==> src/rtl/morse_decoder_pkg.sv <==
// Shared types and default timing constants for the Morse key decoding chain.
package morse_decoder_pkg;

  localparam int MORSE_SYMBOL_MAX_C    = 6;
  localparam int MORSE_CNT_W_C         = 28;
  localparam int MORSE_DASH_TICKS_C    = 30_000_000;
  localparam int MORSE_ILLEGAL_TICKS_C = 100_000_000;
  localparam int MORSE_CHAR_TICKS_C    = 175_000_000;
  localparam int MORSE_WORD_TICKS_C    = 250_000_000;

  typedef enum logic [1:0] {
    IDLE,
    PRESS,
    GAP,
    WORD_WAIT
  } morse_framer_state_e;

endpackage

==> src/rtl/morse_char_slot.sv <==
// One-entry valid/ready output register; a load into an unaccepted entry is
// dropped and flagged with a one-cycle overrun pulse.
module morse_char_slot #(
  parameter int MAX_SYMBOLS = 6,
  parameter int LEN_W       = 3
) (
  input  logic                   clk,
  input  logic                   rst_n,
  input  logic                   load_i,
  input  logic                   space_i,
  input  logic [MAX_SYMBOLS-1:0] code_i,
  input  logic [LEN_W-1:0]       len_i,
  input  logic                   err_i,
  input  logic                   ready_i,
  output logic                   valid_o,
  output logic                   space_o,
  output logic [MAX_SYMBOLS-1:0] code_o,
  output logic [LEN_W-1:0]       len_o,
  output logic                   err_o,
  output logic                   overrun_o
);

  logic                   valid_q, valid_d;
  logic                   space_q, space_d;
  logic [MAX_SYMBOLS-1:0] code_q, code_d;
  logic [LEN_W-1:0]       len_q, len_d;
  logic                   err_q, err_d;
  logic                   overrun_q, overrun_d;
  logic                   accept;

  // A beat leaving in the same cycle frees the entry for the incoming load.
  always_comb begin
    valid_d   = valid_q;
    space_d   = space_q;
    code_d    = code_q;
    len_d     = len_q;
    err_d     = err_q;
    overrun_d = 1'b0;
    accept    = valid_q & ready_i;
    if (accept) valid_d = 1'b0;
    if (load_i) begin
      if (!valid_q || accept) begin
        valid_d = 1'b1;
        space_d = space_i;
        code_d  = code_i;
        len_d   = len_i;
        err_d   = err_i;
      end else begin
        overrun_d = 1'b1;
      end
    end
  end

  always_ff @(posedge clk or negedge rst_n) begin
    if (!rst_n) begin
      valid_q   <= 1'b0;
      space_q   <= 1'b0;
      code_q    <= '0;
      len_q     <= '0;
      err_q     <= 1'b0;
      overrun_q <= 1'b0;
    end else begin
      valid_q   <= valid_d;
      space_q   <= space_d;
      code_q    <= code_d;
      len_q     <= len_d;
      err_q     <= err_d;
      overrun_q <= overrun_d;
    end
  end

  assign valid_o   = valid_q;
  assign space_o   = space_q;
  assign code_o    = code_q;
  assign len_o     = len_q;
  assign err_o     = err_q;
  assign overrun_o = overrun_q;

endmodule

==> src/rtl/morse_symbol_framer.sv <==
// Times key presses and idle gaps, packs dot/dash symbols into characters and
// hands them out over valid/ready. Define MORSE_SPACE_BEAT_EN for word-space beats.
module morse_symbol_framer
  import morse_decoder_pkg::*;
#(
  parameter int MAX_SYMBOLS   = MORSE_SYMBOL_MAX_C,
  parameter int CNT_W         = MORSE_CNT_W_C,
  parameter int DASH_TICKS    = MORSE_DASH_TICKS_C,
  parameter int ILLEGAL_TICKS = MORSE_ILLEGAL_TICKS_C,
  parameter int CHAR_TICKS    = MORSE_CHAR_TICKS_C,
  parameter int WORD_TICKS    = MORSE_WORD_TICKS_C
) (
  input  logic                               clk,
  input  logic                               rst_n,
  input  logic                               key_i,
  output logic [MAX_SYMBOLS-1:0]             char_code_o,
  output logic [$clog2(MAX_SYMBOLS+1)-1:0]   char_len_o,
  output logic                               char_err_o,
  output logic                               char_space_o,
  output logic                               char_valid_o,
  input  logic                               char_ready_i,
  output logic                               word_o,
  output logic                               overrun_o,
  output logic                               busy_o
);

  localparam int LEN_W = $clog2(MAX_SYMBOLS + 1);
  // Press length is timer+1 at release, so thresholds are compared one lower.
  localparam logic [CNT_W-1:0] DASH_M1_C = CNT_W'(DASH_TICKS - 1);
  localparam logic [CNT_W-1:0] ILL_M1_C  = CNT_W'(ILLEGAL_TICKS - 1);
  localparam logic [CNT_W-1:0] CHAR_C    = CNT_W'(CHAR_TICKS);
  localparam logic [CNT_W-1:0] WORD_C    = CNT_W'(WORD_TICKS);

  morse_framer_state_e    state_q, state_d;
  logic [CNT_W-1:0]       timer_q, timer_d;
  logic [MAX_SYMBOLS-1:0] acc_code_q, acc_code_d;
  logic [LEN_W-1:0]       acc_len_q, acc_len_d;
  logic                   acc_err_q, acc_err_d;
  logic                   word_q, word_d;

  logic                   load, load_space, load_err, is_dash, is_illegal;
  logic [MAX_SYMBOLS-1:0] load_code;
  logic [LEN_W-1:0]       load_len;

  always_comb begin
    state_d    = state_q;
    timer_d    = (timer_q == WORD_C) ? timer_q : timer_q + CNT_W'(1);
    acc_code_d = acc_code_q;
    acc_len_d  = acc_len_q;
    acc_err_d  = acc_err_q;
    word_d     = 1'b0;
    load       = 1'b0;
    load_space = 1'b0;
    load_code  = '0;
    load_len   = '0;
    load_err   = 1'b0;
    is_illegal = (timer_q >= ILL_M1_C);
    is_dash    = (timer_q >= DASH_M1_C);
    case (state_q)
      IDLE: begin
        if (key_i) begin
          state_d = PRESS;
          timer_d = '0;
        end
      end
      PRESS: begin
        if (!key_i) begin
          state_d = GAP;
          timer_d = '0;
          if (is_illegal) begin
            acc_err_d = 1'b1;
          end else if (acc_len_q < LEN_W'(MAX_SYMBOLS)) begin
            for (int i = 0; i < MAX_SYMBOLS; i++) begin
              if (i == MAX_SYMBOLS - 1 - int'(acc_len_q)) acc_code_d[i] = is_dash;
            end
            acc_len_d = acc_len_q + LEN_W'(1);
          end else begin
            acc_err_d = 1'b1;
          end
        end
      end
      GAP: begin
        if (key_i) begin
          state_d = PRESS;
          timer_d = '0;
        end else if (timer_q == CHAR_C) begin
          load       = (acc_len_q != '0) || acc_err_q;
          load_code  = acc_code_q;
          load_len   = acc_len_q;
          load_err   = acc_err_q;
          acc_code_d = '0;
          acc_len_d  = '0;
          acc_err_d  = 1'b0;
          state_d    = WORD_WAIT;
        end
      end
      WORD_WAIT: begin
        if (key_i) begin
          state_d = PRESS;
          timer_d = '0;
        end else if (timer_q == WORD_C) begin
          word_d  = 1'b1;
          state_d = IDLE;
`ifdef MORSE_SPACE_BEAT_EN
          load       = 1'b1;
          load_space = 1'b1;
`endif
        end
      end
      default: state_d = IDLE;
    endcase
  end

  always_ff @(posedge clk or negedge rst_n) begin
    if (!rst_n) begin
      state_q    <= IDLE;
      timer_q    <= '0;
      acc_code_q <= '0;
      acc_len_q  <= '0;
      acc_err_q  <= 1'b0;
      word_q     <= 1'b0;
    end else begin
      state_q    <= state_d;
      timer_q    <= timer_d;
      acc_code_q <= acc_code_d;
      acc_len_q  <= acc_len_d;
      acc_err_q  <= acc_err_d;
      word_q     <= word_d;
    end
  end

  // Without the space-beat build, load_space never rises, so char_space_o stays 0.
  morse_char_slot #(
    .MAX_SYMBOLS(MAX_SYMBOLS),
    .LEN_W      (LEN_W)
  ) u_slot (
    .clk      (clk),
    .rst_n    (rst_n),
    .load_i   (load),
    .space_i  (load_space),
    .code_i   (load_code),
    .len_i    (load_len),
    .err_i    (load_err),
    .ready_i  (char_ready_i),
    .valid_o  (char_valid_o),
    .space_o  (char_space_o),
    .code_o   (char_code_o),
    .len_o    (char_len_o),
    .err_o    (char_err_o),
    .overrun_o(overrun_o)
  );

  assign word_o = word_q;
  assign busy_o = (state_q != IDLE);

endmodule

==> config.mk <==
export PLATFORM = sky130hd
export DESIGN_NAME = morse_symbol_framer
export DESIGN_NICKNAME = d
export VERILOG_FILES = /design/src/rtl/morse_decoder_pkg.sv /design/src/rtl/morse_char_slot.sv /design/src/rtl/morse_symbol_framer.sv
export SDC_FILE = /design/constraint.sdc
export NUM_CORES = 1
export LEC_CHECK = 0
export ABC_CLOCK_PERIOD_IN_PS = 2900
export CORE_MARGIN = 2
export CORE_UTILIZATION = 59
export DETAILED_ROUTE_END_ITERATION = 12
export GPL_ROUTABILITY_DRIVEN = 1
export HOLD_SLACK_MARGIN = 0.02
export PLACE_DENSITY = 0.87
export SYNTH_ARGS = -nofsm -noshare
export SYNTH_HDL_FRONTEND = slang
export SYNTH_SLANG_ARGS = --single-unit
==> constraint.sdc <==
create_clock -name clk -period 2.9 [get_ports clk]
set_input_delay 0.58 -clock clk [delete_from_list [all_inputs] [get_ports clk]]
set_output_delay 0.58 -clock clk [all_outputs]
set_load 0.05 [all_outputs]
# After elaboration in Yosys (flattened, before gate mapping)
# Index checks and enable logic that the tools add are counted.
dict set report word_totals {
  ff_bits 53
  in_bits 4
  out_inout_bits 15
  elab_cells 122
}
dict set report classes {
  addsub 3
  magnitude_cmp 3
  n_eq_ne 25
  n_mux 55
  n_bitwise 1
  reduce_logical 19
}
# operator count
set op_table {}
lappend op_table {{$mux W28} 3}
lappend op_table {{$eq A28 B28 Y1 const B} 2}
lappend op_table {{$pmux W28 S2} 1}
lappend op_table {{$mux W6} 8}
lappend op_table {{$reduce_and A7 Y1} 6}
lappend op_table {{$logic_not A32 Y1} 1}
lappend op_table {{$add A28 B1 Y28 const B} 1}
lappend op_table {{$ge A28 B25 Y1 const B} 1}
lappend op_table {{$ge A28 B27 Y1 const B} 1}
lappend op_table {{$mux W1} 25}
lappend op_table {{$mux W3} 8}
lappend op_table {{$ne A2 B2 Y1 const B} 12}
lappend op_table {{$mux W2} 6}
lappend op_table {{$pmux W6 S2} 1}
lappend op_table {{$ne A3 B3 Y1 const B} 3}
lappend op_table {{$eq A3 B4 Y1 const A} 2}
lappend op_table {{$eq A4 B4 Y1 const A} 2}
lappend op_table {{$pmux W2 S4} 1}
lappend op_table {{$pmux W3 S2} 1}
lappend op_table {{$reduce_and A6 Y1} 1}
lappend op_table {{$reduce_and A5 Y1} 1}
lappend op_table {{$eq A2 B2 Y1 const B} 2}
lappend op_table {{$eq A2 B4 Y1 const A} 1}
lappend op_table {{$reduce_and A4 Y1} 1}
lappend op_table {{other kinds (13)} 15}

# Depth between registers and ports, before layout
# Gate-level depths: netlist (run 1).
dict set report logic_depth {
  ltp_word 7
  ltp_mapped 9
  mapped_depth_nobuf 7
}

# Cells and area by module
# From an unflattened synthesis (run 1), not the netlist that was laid out.
dict set report unflattened {
  hier_cells 317
  area_unflattened_um2 3195.6
}
# module n_inst cells_each area_each_um2 seq_area_each_um2
set by_module_without_submodules {}
lappend by_module_without_submodules {morse_symbol_framer 1 287 2652.5 1026.0}
lappend by_module_without_submodules {morse_char_slot 1 30 543.0 325.3}

# Worst setup path before layout (run 1)
# No wires, ideal clock.
dict set report synth_path {
  path_kind {register -> register}
  start {register timer_q[0]}
  end {register u_slot.code_q[0] (netlist: u_slot.code_o[0])}
  setup_time_ps 125
  arrival_time_ps 2223
  required_time_ps 2775
  path_slack_ps 552
  path_stages_with_launch 10
  n_path_buf 2
  synth_period_minus_slack_ps 2348
  cell_sequence {dfrtp_1 inv_1 ha_1 nor4b_2 nand3_2 or4_4 buf_6 nor3b_2 buf_6 mux2_4}
}
dict set report synth_via {
  elab_chain_len 5
  word_cells_on_any_way 8
  classes_between {1 x eq/ne; 6 x mux; 1 x reduce/logical}
}
# item line
set synth_rtl {}
lappend synth_rtl {{start, declared} morse_symbol_framer.sv:35} ;# logic [CNT_W-1:0] timer_q, timer_d;
lappend synth_rtl {{start signal, assigned} morse_symbol_framer.sv:124} ;# timer_q <= timer_d;
lappend synth_rtl {{$eq A28 B28 Y1 *} morse_symbol_framer.sv:86} ;# end else if (timer_q == CHAR_C) begin
lappend synth_rtl {{$mux W1} morse_symbol_framer.sv:86}
lappend synth_rtl {{$mux W1} morse_symbol_framer.sv:83} ;# if (key_i) begin
lappend synth_rtl {{$mux W1} morse_symbol_framer.sv:59} ;# case (state_q)
lappend synth_rtl {{$reduce_and A2 Y1 (no source line)} --}
lappend synth_rtl {{end signal, assigned} morse_char_slot.sv:65} ;# code_q <= code_d;
lappend synth_rtl {{end, declared} morse_char_slot.sv:25} ;# logic [MAX_SYMBOLS-1:0] code_q, code_d;
# Every way passes the cells marked *; elsewhere a longest branch is shown, timed or not.
# A chain may end at the register's enable or synchronous reset.

# Final worst setup path (run 1)
dict set report layout_path {
  start {register timer_q[0]}
  end {register u_slot.len_q[1] (netlist: u_slot.len_o[1])}
}
dict set report layout_via {
  elab_chain_len 5
  word_cells_on_any_way 8
  classes_between {1 x eq/ne; 6 x mux; 1 x reduce/logical}
}
# item line
set layout_rtl {}
lappend layout_rtl {{$eq A28 B28 Y1 *} morse_symbol_framer.sv:86}
lappend layout_rtl {{$mux W1} morse_symbol_framer.sv:86}
lappend layout_rtl {{$mux W1} morse_symbol_framer.sv:83}
lappend layout_rtl {{$mux W1} morse_symbol_framer.sv:59}
lappend layout_rtl {{$reduce_and A2 Y1 (no source line)} --}
lappend layout_rtl {{end signal, assigned} morse_char_slot.sv:66} ;# len_q <= len_d;
lappend layout_rtl {{end, declared} morse_char_slot.sv:26} ;# logic [LEN_W-1:0] len_q, len_d;
# Marks and branches as above.

==> results of run 1 <==
per-stage QoR:
| step | std cells | setup WS (ns) | instance area, um2 | hold slack, ns |
|---|---|---|---|---|
| after floorplan | 308 | 0.552 | 3060 | 0.284 |
| after global placement | 383 | 0.412 | 3270 | 0.488 |
| after detailed placement | 383 | 0.338 | 3270 | 0.501 |
| after CTS | 391 | 0.334 | 3380 | 0.189 |
| after global routing | 391 | 0.205 | 3380 | 0.216 |
| final | 391 | 0.344 | 3380 | 0.186 |
critical path, cell delays in order, from the launching register on:
cell and delay, ns:
dfrtp_1 0.45, inv_1 0.08, ha_1 0.14, nor4b_2 0.24, nand3_2 0.15, or4_4 0.60
nor3b_2 0.21, buf_4 0.25, mux2_4 0.32
sequential cells by signal, indices dropped and copies added, names as in the netlist:
register and count:
u_slot.err_o 1, u_slot.valid_o 1, u_slot.len_o 3, u_slot.overrun_o 1, word_o 1, acc_err_q 1, timer_q 28, u_slot.code_o 6
acc_len_q 3, state_q 2, acc_code_q 6
layer usage:
metal | wire length (um) | global-route usage, %
met4 | 131 | 8.91
met1 | 2880 | 32.3
met2 | 3190 | 39.1
met5 | 0 | 0
met3 | 261 | 4.27
power by group through the flow:
stage / Sequential [mW] / Clock, mW / Combinational, mW
after floorplan: 0.846 / 0 / 0.231
after global placement: 0.867 / 0 / 0.294
after detailed placement: 0.869 / 0 / 0.305
after CTS: 0.854 / 0.520 / 0.310
after global routing: 0.862 / 0.552 / 0.349
final: 0.854 / 0.508 / 0.311
Yosys cell counts (3+ instances only):
| cell | instances |
|---|---|
| nor4b_1 | 3 |
| mux2_4 | 10 |
| xor2_1 | 9 |
| nand2b_1 | 4 |
| and2_1 | 4 |
| dfrtp_1 | 53 |
| ha_1 | 8 |
| and4_1 | 5 |
| nand3_1 | 18 |
| nor2_1 | 27 |
| nand4_1 | 10 |
| inv_1 | 9 |
| clkbuf_1 | 10 |
| mux2_2 | 5 |
| nor3_1 | 11 |
| and3_1 | 4 |
| a21o_1 | 3 |
| a21oi_1 | 14 |
| xnor2_1 | 12 |
| buf_2 | 6 |
| o41ai_1 | 3 |
| nor4_1 | 4 |
| nand2_1 | 14 |
| or3_1 | 9 |
| buf_6 | 3 |
| o21ai_0 | 11 |
path summary, 6_finish.rpt:
kind	startpoint	cells past startpoint	end
setup / recovery	timer_q[0]	8	u_slot.len_o[1]
hold / removal	rst_n	1	u_slot.len_o[2]
setup reg to reg	timer_q[0]	8	u_slot.len_o[1]
hold reg to reg	acc_code_q[0]	1	u_slot.code_o[0]
max in group asynchronous	rst_n	2	timer_q[13]
min in group clk	acc_code_q[0]	1	u_slot.code_o[0]
cells by family after synthesis:
kind of cell,after synthesis
flip-flops,53
other,1
adder cells (fa/ha/maj),8
multiplexers,16
buffers and inverters,29
AO/OA/AOI/OAI,46
AND/OR/NAND/NOR,134
XOR/XNOR,21
area by class of cell:
class,count,area [um2]
clock buffers,5,68.8
clock inverters,3,46.3
fillers,381,1660
inverters,9,33.8
multi-input cells,226,1600
flip-flops and latches,53,1330
well taps,70,87.6
repair buffers,25,225
==> flow_summary.toml, run 1 <==
[status]
status = "finished, final reports clean"

[floorplanning]
die-width_um = 76.0
io-pin-count = 19
row_count = 26
chipHeight_um = 76.0
core_um2 = 5040
die_area_um2 = 5770
initial_utilization_pct = 60.6

[sta]
min_period_ns = 2.56
slew_headroom_pct = 45.7
setup_viol = 0
max_freq_mhz = 391
worstMarginPinSlew_ns = 0.810
tns_ns = 0
rsz0062_at_grt = "false"
fin_crit_sh_pct = 88.1
hold_violations = 0
fin_skew_ns = 0.00808
slew_viol_final = 0

[routing]
drtPass1Iterations = 4
routed_wl_mm = 6.46
ant_nets = 0
drtIter0Drc = 112
num_vias = 2400
via_per_inst = 6.14
remaining_drc_errors = 0
wl_per_cell_um = 16.5

[synthesis]
syn_inst = 308
postSynthNetCount = 320
synth_top_family_by_area = "simple AND/OR/NAND/NOR gates"
synth_warnings = 0
synth_area_um2 = 3060
yosys.area_share.simple_pct = 25.7
synthArstFlopShare_pct = 100
synthXorXnorAreaFrac_pct = 6.01
synth_mux_area_share_pct = 7.08
synth.avg_cell_area_um2 = 9.93
synthTopCellsByArea = "dfrtp_1 43%, mux2_4 4.9%, xnor2_1 3.4%"
ys.flop_type = "dfrtp_1"
synth_top_area_share_pct = 43.4
yosys.area.top_type = "dfrtp_1"
synthAdderAreaFrac_pct = 3.27
ys_ff_latch = 53
synth_edf_count = 0
ys_types = 57
ys_seq_area_share_pct = 43.4
synth_compound_area_share_pct = 9.82

[cells_and_area]
final_cell_mix = "53 x dfrtp_1, 27 x nor2_1, 18 x nand3_1"
layout_commonest_cell = "dfrtp_1"
drive_above_1_share_pct = 13.1
nNetsFinal = 332
antenna_cells = 0
final_util_pct = 67.1
syn2layout_area_growth_pct = 10.7

[clock_network]
clockBufferDepth = 2
post_cts_buffers = 0
cts_buffers = 5
cts.sinks = 53
cts_resized = 0
cts_htree_levels = 2
clkLatencyLatePin_ns = 0.31
cts_root_buf = "clkbuf_8"
holdBufCountCts = 0
cts_tree = "built"
clk_pin_slew_ns = 0.10

[job]
cap_viol_max_count = 0

[pwr]
p_comb_share_pct = 18.6
power_mw = 1.67
seqPwrFrac_pct = 51.0
peakVddDrop_mv = 0.256
internal_power_mw = 1.17
p_sw_share_pct = 29.8
p_clk_share_pct = 30.4
switchingPower_uw = 499
p_leak_nw = 1.43
p_per_area_nw_per_um2 = 494

[global_route]
grt_max_degree = 35
antenna_found_initial = 0
grt_pass1_wl_mm = 11.2
grt_use_total_pct = 24.0
grt_pass1_vias = 2325
overflow = 0

[worst_hold_path]
hp-class = "input port to async pin"

[worst_setup_path]
critical_path.startpoint_type = "register"
path_max_fanout = 10
arrival_ns = 2.76
ff2ff_setup_slack_ns = 0.34
worstPathRequired_ns = 3.11
cp-end-kind = "register"
crit_type = "register to register"

[placed_design]
io_buffer_count = 17
dp_hpwl_mm = 4.71
gp_congestion = 0.871
(Power assumes the default switching activity.)
==> run 2, diff against run 1 <==
ABC_AREA = 0   (was not set)
==> results of run 2 <==
Final layout, timing and power as in run 1 (identical DEF).
==> run 3, diff against run 2 <==
CORE_MARGIN = not set   (was 2)
==> run 3 against run 2 <==
Against the previous run: fmax rose by 0.36%; largest cell class unchanged; die area fell by 5.2%; critical endpoint unchanged; wire length rose by 1.1%.
==> flow_summary.toml, run 3 (same netlist as run 1, synthesis figures left out) <==
[worst_setup_path]
critical_path.startpoint_type = "register"
path_max_fanout = 10
worstPathRequired_ns = 3.10
cp_top_family = "simple AND/OR/NAND/NOR gates"
crit_buf_inv = 2
cpMaxStageDelayCell = "or4_4"
reg2reg_depth = 8
slowest_delay_ns = 0.61
cp-end-kind = "register"
crit_type = "register to register"
r2r-start = "timer_q[0]"
crit_chain = "inv_1 > ha_1 > nor4b_2 > nand3_2 > or4_4 > nor3b_2 > buf_4 > mux2_4"
arrival_ns = 2.75
regToRegEndpoint = "u_slot.len_o[1]"
ff2ff_setup_slack_ns = 0.35

[pwr]
p_leak_nw = 1.41
peakVddDrop_mv = 0.296
power_mw = 1.59
p_per_area_nw_per_um2 = 474

[floorplanning]
io-pin-count = 19
row_count = 25
die_area_um2 = 5470
initial_utilization_pct = 63.1
core_um2 = 4850
die-width_um = 74.0
chipHeight_um = 74.0

[clock_network]
post_cts_buffers = 0
clockBufferDepth = 2
holdBufCountCts = 0
cts_tree = "built"
cts_root_buf = "clkbuf_8"
cts_htree_levels = 2
cts_resized = 0
cts.sinks = 53
clk_pin_slew_ns = 0.10
clkLatencyLatePin_ns = 0.31
cts_buffers = 5

[cells_and_area]
antenna_cells = 0
syn2layout_area_growth_pct = 9.66
nNetsFinal = 332
stdcell_count = 388
top_register = "timer_q"
largest_register_ffs = 28
drive_above_1_share_pct = 12.8
layout_commonest_cell = "dfrtp_1"
final_util_pct = 69.2
final_cell_mix = "53 x dfrtp_1, 27 x nor2_1, 18 x nand3_1"
design_area_um2 = 3350

[global_route]
grt_max_degree = 29
antenna_found_initial = 0
grt_use_total_pct = 26.8
grt_pass1_wl_mm = 11.1
grt_pass1_vias = 2371
overflow = 0

[routing]
routed_wl_mm = 6.53
dr_wl_met2_mm = 3.24
ant_nets = 0
highest_layer = "met4"
drtIter0Drc = 169
drt-met1-wl_mm = 2.83
remaining_drc_errors = 0
via_per_inst = 6.24
wl_per_cell_um = 16.8
routed-wl-met3_um = 282
drtPass1Iterations = 5
num_vias = 2423

[placed_design]
dp.cells = 380
placed_area_um2 = 3270
gp_congestion = 0.882
dp_hpwl_mm = 4.83
io_buffer_count = 17

[sta]
max_freq_mhz = 393
fin_crit_sh_pct = 87.8
slew_viol_final = 0
fin_skew_ns = 0.00736
slew_headroom_pct = 55.6
min_period_ns = 2.55
setup_viol = 0
rsz0062_at_grt = "false"
hold_violations = 0
worstMarginPinSlew_ns = 0.663
tns_ns = 0

[status]
status = "finished, final reports clean"

[job]
cap_viol_max_count = 0

[worst_hold_path]
hp-class = "input port to async pin"
## run 3: layout make-up
type                    instances  area, um2
well taps                      67       83.8
fillers                       363       1500
clock inverters                 2       15.0
multi-input cells             226       1600
clock buffers                   6       72.6
inverters                       9       33.8
flip-flops and latches         53       1330
repair buffers                 25        225
## run 3: where the power goes
group / switching, mW / leakage [nW] / internal [mW]
combinational: 0.189 / 0.657 / 0.127
clock: 0.243 / 0.0374 / 0.171
sequential: 0.0679 / 0.719 / 0.791
total: 0.500 / 1.41 / 1.09
## run 3: how the worst max path moves through the flow
stage	from	end	slack [ns]	cells after the start
2_1_floorplan	timer_q[0]	u_slot.code_o[0]	0.55	9
3_3_place_gp	key_i	u_slot.len_o[1]	0.41	5
3_5_place_dp	key_i	u_slot.code_o[4]	0.38	5
4_1_cts	timer_q[0]	u_slot.len_o[1]	0.36	8
5_1_grt	timer_q[0]	u_slot.code_o[5]	0.25	8
6_report	timer_q[0]	u_slot.len_o[1]	0.35	8
## run 3: routing by layer
| metal | GRT usage (%) | vias up |
|---|---|---|
| met5 | 0 | - |
| met1 | 34.4 | 1175 |
| li1 | - | 1133 |
| met3 | 3.79 | 21 |
| met4 | 11.1 | 0 |
| met2 | 45.5 | 94 |
## run 3: per-stage QoR
stage / hold WS [ns] / worst slack, ns
2_1_floorplan: 0.284 / 0.552
3_3_place_gp: 0.486 / 0.412
3_5_place_dp: 0.500 / 0.378
4_1_cts: 0.272 / 0.356
5_1_grt: 0.294 / 0.247
6_report: 0.262 / 0.353
==> patch 1: new RTL, settings of run 3 <==
Make the reset (`rst_n`) synchronous in 2 clocked blocks.
--- a/src/rtl/morse_char_slot.sv
+++ b/src/rtl/morse_char_slot.sv
@@ -52,5 +52,5 @@
   end
 
-  always_ff @(posedge clk or negedge rst_n) begin
+  always_ff @(posedge clk) begin
     if (!rst_n) begin
       valid_q   <= 1'b0;
--- a/src/rtl/morse_symbol_framer.sv
+++ b/src/rtl/morse_symbol_framer.sv
@@ -112,5 +112,5 @@
   end
 
-  always_ff @(posedge clk or negedge rst_n) begin
+  always_ff @(posedge clk) begin
     if (!rst_n) begin
       state_q    <= IDLE;
Formal check against the unedited RTL: differs if rst_n is asserted again (counterexample within 4 cycles, from zero or initial values and one cycle with rst_n low); with rst_n held inactive, the same outputs for 10 cycles.
==> patch 1 against run 3 <==
Global-route usage shrank 2.2 points; final cell count shrank 4.6%; cell area shrank 11%; worst setup slack gained 0.20 ns; critical path depth is the same; sequential cell count is the same; synthesized area shrank 11%; count of clock-buffer cells in the layout shrank 1; clock skew grew 0.0030 ns; routed wire length shrank 17%; synthesized cell count shrank 1.3%; critical endpoint is now u_slot.code_o[2].
Power is not compared: it rests on default switching activity, and its combinational part moved more than twofold at a synthesized area within 25%.
==> patch 1: results (changes against run 3) <==
hold_class: "flip-flop to flip-flop"
cts_buffers: 5  # unchanged
drtPass1Iterations: 4  # -1
reg2reg_to: "u_slot.code_o[2]"
nFillCells: 358  # -1.4%
tightest_slew_ns: 0.748  # +0.0847 ns
syn_area_per_cell_um2: 8.92  # -10%
synth_nets: 316  # -1.3%
postCtsResizedCells: 0  # unchanged
ys_seq_area_share_pct: 39.1  # -4.2 points
r2r_start: "timer_q[0]"
grtUsageMet2_pct: 42.7  # -2.7 points
r2r_setup_slack_ns: 0.55  # +0.20 ns
use_met1_pct: 29.8  # -4.7 points
ys_types: 49  # -14%
dr.first_iter.drc_count: 98  # -42%
grt_max_degree: 27  # -6.9%
fin_skew_ns: 0.0104  # +0.00302 ns
multi_input_area_um2: 1530  # -4.5%
vias_per_cell: 5.97  # -4.4%
grt_pass1_vias: 2138  # -9.8%
synth_compound_area_share_pct: 6.74  # -3.1 points
grt.total_usage_pct: 24.6  # -2.2 points
synthMuxAreaShare_pct: 6.28  # -0.80 points
yosys.area_share.adder_pct: 3.69  # +0.42 points
synth_edf_count: 0  # unchanged
drt-wirelength-per-cell_um: 14.7  # -13%
largest_reg_flops: 28  # unchanged
port_buffers: 17  # unchanged
place_area_um2: 2900  # -11%
synth_ff_type: "dfxtp_1"
synth_commonest_cells: "53 x dfxtp_1, 41 x nor2_1, 34 x nand2_1, 17 x mux2i_1"
fin_nets: 329  # -0.90%
dp_hpwl_um: 3950  # -18%
synth-xor-area-share_pct: 9.04  # +3.0 points
yosys-top-cells-area: "dfxtp_1 39%, mux2i_1 6.3%, nor2_1 5.7%, nand2_1 4.7%, xnor2_1 4.5%"
htree_levels: 2  # unchanged
wl_um: 5440  # -17%
cts_setup_buffers: 0  # unchanged
arrival_ns: 2.53  # -0.22 ns
outcome: "finished clean"
setup_viol: 0  # unchanged
place_congestion: 0.904  # +2.5%
met3_usage_pct: 4.94  # +1.1 points
async_flop_share_pct: 0  # -100 points
place_inst: 362  # -4.7%
grt_pass1_wl_um: 9700  # -13%
drive_above_1_share_pct: 8.81  # -4.0 points
patch 1: changes by cell type after synthesis, sizes merged, moves of 14 or more:
cell,run 3,this run
dfxtp,0,53
nand2,14,34
mux2,15,0
mux2i,1,17
dfrtp,53,0
nor2,27,41
patch 1: cell families (layout without fill, tap and decap cells):
family	Yosys count	count (layout)
DFF	53	53
AOI/OAI and AO/OA	24	24
adders and majority gates	8	8
and+or+nand+nor	145	145
xor gates and xnor gates	28	28
buffers and inverters	28	42
other	1	1
muxes	17	17
patch 1: through the flow:
step	power (uW)	worst slack, ns
after floorplan	798	0.933
final	1220	0.550
after global routing	1260	0.401
after global placement	815	0.634
after CTS	1230	0.546
after detailed placement	817	0.558
patch 1: layout make-up:
type / count / area share, %
clock inverter: 3 / 0.752
tap: 52 / 2.17
multi-input combinational: 223 / 50.9
sequential: 53 / 35.4
timing repair buffer: 22 / 6.93
inverter: 12 / 1.50
clock buffer: 5 / 2.30
patch 1: worst min-delay path by stage:
stage	slack (ns)	from	endpoint
finish	0.46	u_slot.len_o[0]	u_slot.len_o[0]
global placement	0.44	u_slot.len_o[0]	u_slot.len_o[0]
detailed placement	0.45	acc_err_q	u_slot.err_o
CTS	0.47	u_slot.len_o[0]	u_slot.len_o[0]
floorplan	0.43	acc_err_q	u_slot.err_o
global route	0.49	u_slot.err_o	u_slot.err_o
patch 1: worst max-delay path: stages (launching register included):
cell and delay (ns):
dfxtp_1 0.36, inv_1 0.10, ha_1 0.15, nor4b_4 0.19, nand3_2 0.17, nor4_2 0.35, nand2b_1 0.12, or3_1 0.57
mux2i_1 0.21
patch 1: metal layers:
layer / up-vias / wire length [um]
li1: 1068 / -
met1: 1076 / 2300
met2: 52 / 2790
met3: 14 / 207
met4: 0 / 150
met5: - / 0
patch 1: where the power goes:
| part | leakage [uW] | switching (uW) | internal, uW | total (uW) |
|---|---|---|---|---|
| registers | 0.000428 | 6.67 | 732 | 738 |
| clock network | 0.0000481 | 244 | 172 | 415 |
| logic | 0.000628 | 37.9 | 24.5 | 62.4 |
| total | 0.00110 | 288 | 928 | 1220 |
==> patch 2: new RTL, config.mk and constraints of run 3 <==
Made on the original files. Set the package constant `MORSE_CNT_W_C` to 36 (it was 28).
--- a/src/rtl/morse_decoder_pkg.sv
+++ b/src/rtl/morse_decoder_pkg.sv
@@ -3,5 +3,5 @@
 
   localparam int MORSE_SYMBOL_MAX_C    = 6;
-  localparam int MORSE_CNT_W_C         = 28;
+  localparam int MORSE_CNT_W_C         = 36;
   localparam int MORSE_DASH_TICKS_C    = 30_000_000;
   localparam int MORSE_ILLEGAL_TICKS_C = 100_000_000;
Function: same outputs for any inputs over 10 cycles, from zero or initial values and one cycle with rst_n low; that may be too few to reach the edited logic, so the function may still have changed.
==> patch 2 against run 3 <==
Cell area grew 16%; first-iteration DRC count is 9.5% lower; fmax down 1.2%; synthesized area is 13% higher; worst hold slack improved by 0.12 ns; clock power is 90% higher; worst setup slack got worse by 0.031 ns; total power rose by 34%; combinational power up 9.1%; routed wire length rose by 15%; sequential share of layout area shrank 0.41 points; sequential cell count increased by 8; largest cell class unchanged; largest power group unchanged.
==> patch 2: results (changes against run 3) <==
outcome: "finished clean"
inverters: 10  # +1
vias_per_cell: 6.01  # -3.8%
grtUsageMet2_pct: 43.1  # -2.3 points
layoutNonFillerInstCount: 452  # +16%
multi_input_area_share_pct: 46.8  # -0.84 points
leakagePower_uw: 0.00161  # +14%
slowest_delay_ns: 0.56  # -0.05 ns
fin_skew_ns: 0.00891  # +0.00155 ns
reg2regPathDepth: 5  # -3
clk_latency_ns: 0.35  # +0.04 ns
synth-xor-area-share_pct: 7.36  # +1.3 points
arrival_ns: 2.80  # +0.05 ns
p_int_uw: 1530  # +41%
synth_nets: 368  # +15%
fin_nets: 387  # +17%
syn_area_per_cell_um2: 9.70  # -2.3%
ir_drop_uv: 378  # +27%
nClkBuffers: 13  # +7
buffer_area_share_pct: 5.39  # -1.3 points
grt_pass1_wl_um: 12600  # +13%
clock_power_share_pct: 36.8  # +11 points
synth_commonest_cells: "61 x dfrtp_1, 47 x nor2_1, 26 x nand3_1, 25 x nand2_1, 16 x a21oi_1"
ys_seq_area_share_pct: 44.2  # +0.83 points
drt-wirelength-per-cell_um: 16.5  # -1.7%
ys_types: 54  # -5.3%
yosys-top-cells-area: "dfrtp_1 44%, nor2_1 5.1%, xnor2_1 3.8%, nand3_1 3.8%, xor2_1 3.6%"
## patch 2: cell count changes after synthesis, sizes merged, moves of 3 or more
cell / run 3 / this run
nor2: 27 / 47
nand2: 14 / 25
dfrtp: 53 / 61
nand3: 19 / 26
o31ai: 1 / 7
xor2: 9 / 14
mux2: 15 / 11
nor4: 4 / 8
o21ai: 11 / 15
a21oi: 14 / 17
and4: 5 / 2
buf: 10 / 7
o41ai: 3 / 0
xnor2: 12 / 15
## patch 2: through the flow
| stage | util [%] | hold slack, ns | setup WS, ns | instance area (um^2) |
|---|---|---|---|---|
| floorplan | - | 0.284 | 0.788 | 3450 |
| global placement | 66.2 | 0.467 | 0.488 | 3690 |
| detailed placement | 66.2 | 0.476 | 0.359 | 3690 |
| CTS | 70.0 | 0.408 | 0.353 | 3900 |
| global route | 70.0 | 0.474 | 0.103 | 3900 |
| finish | 70.0 | 0.382 | 0.323 | 3900 |
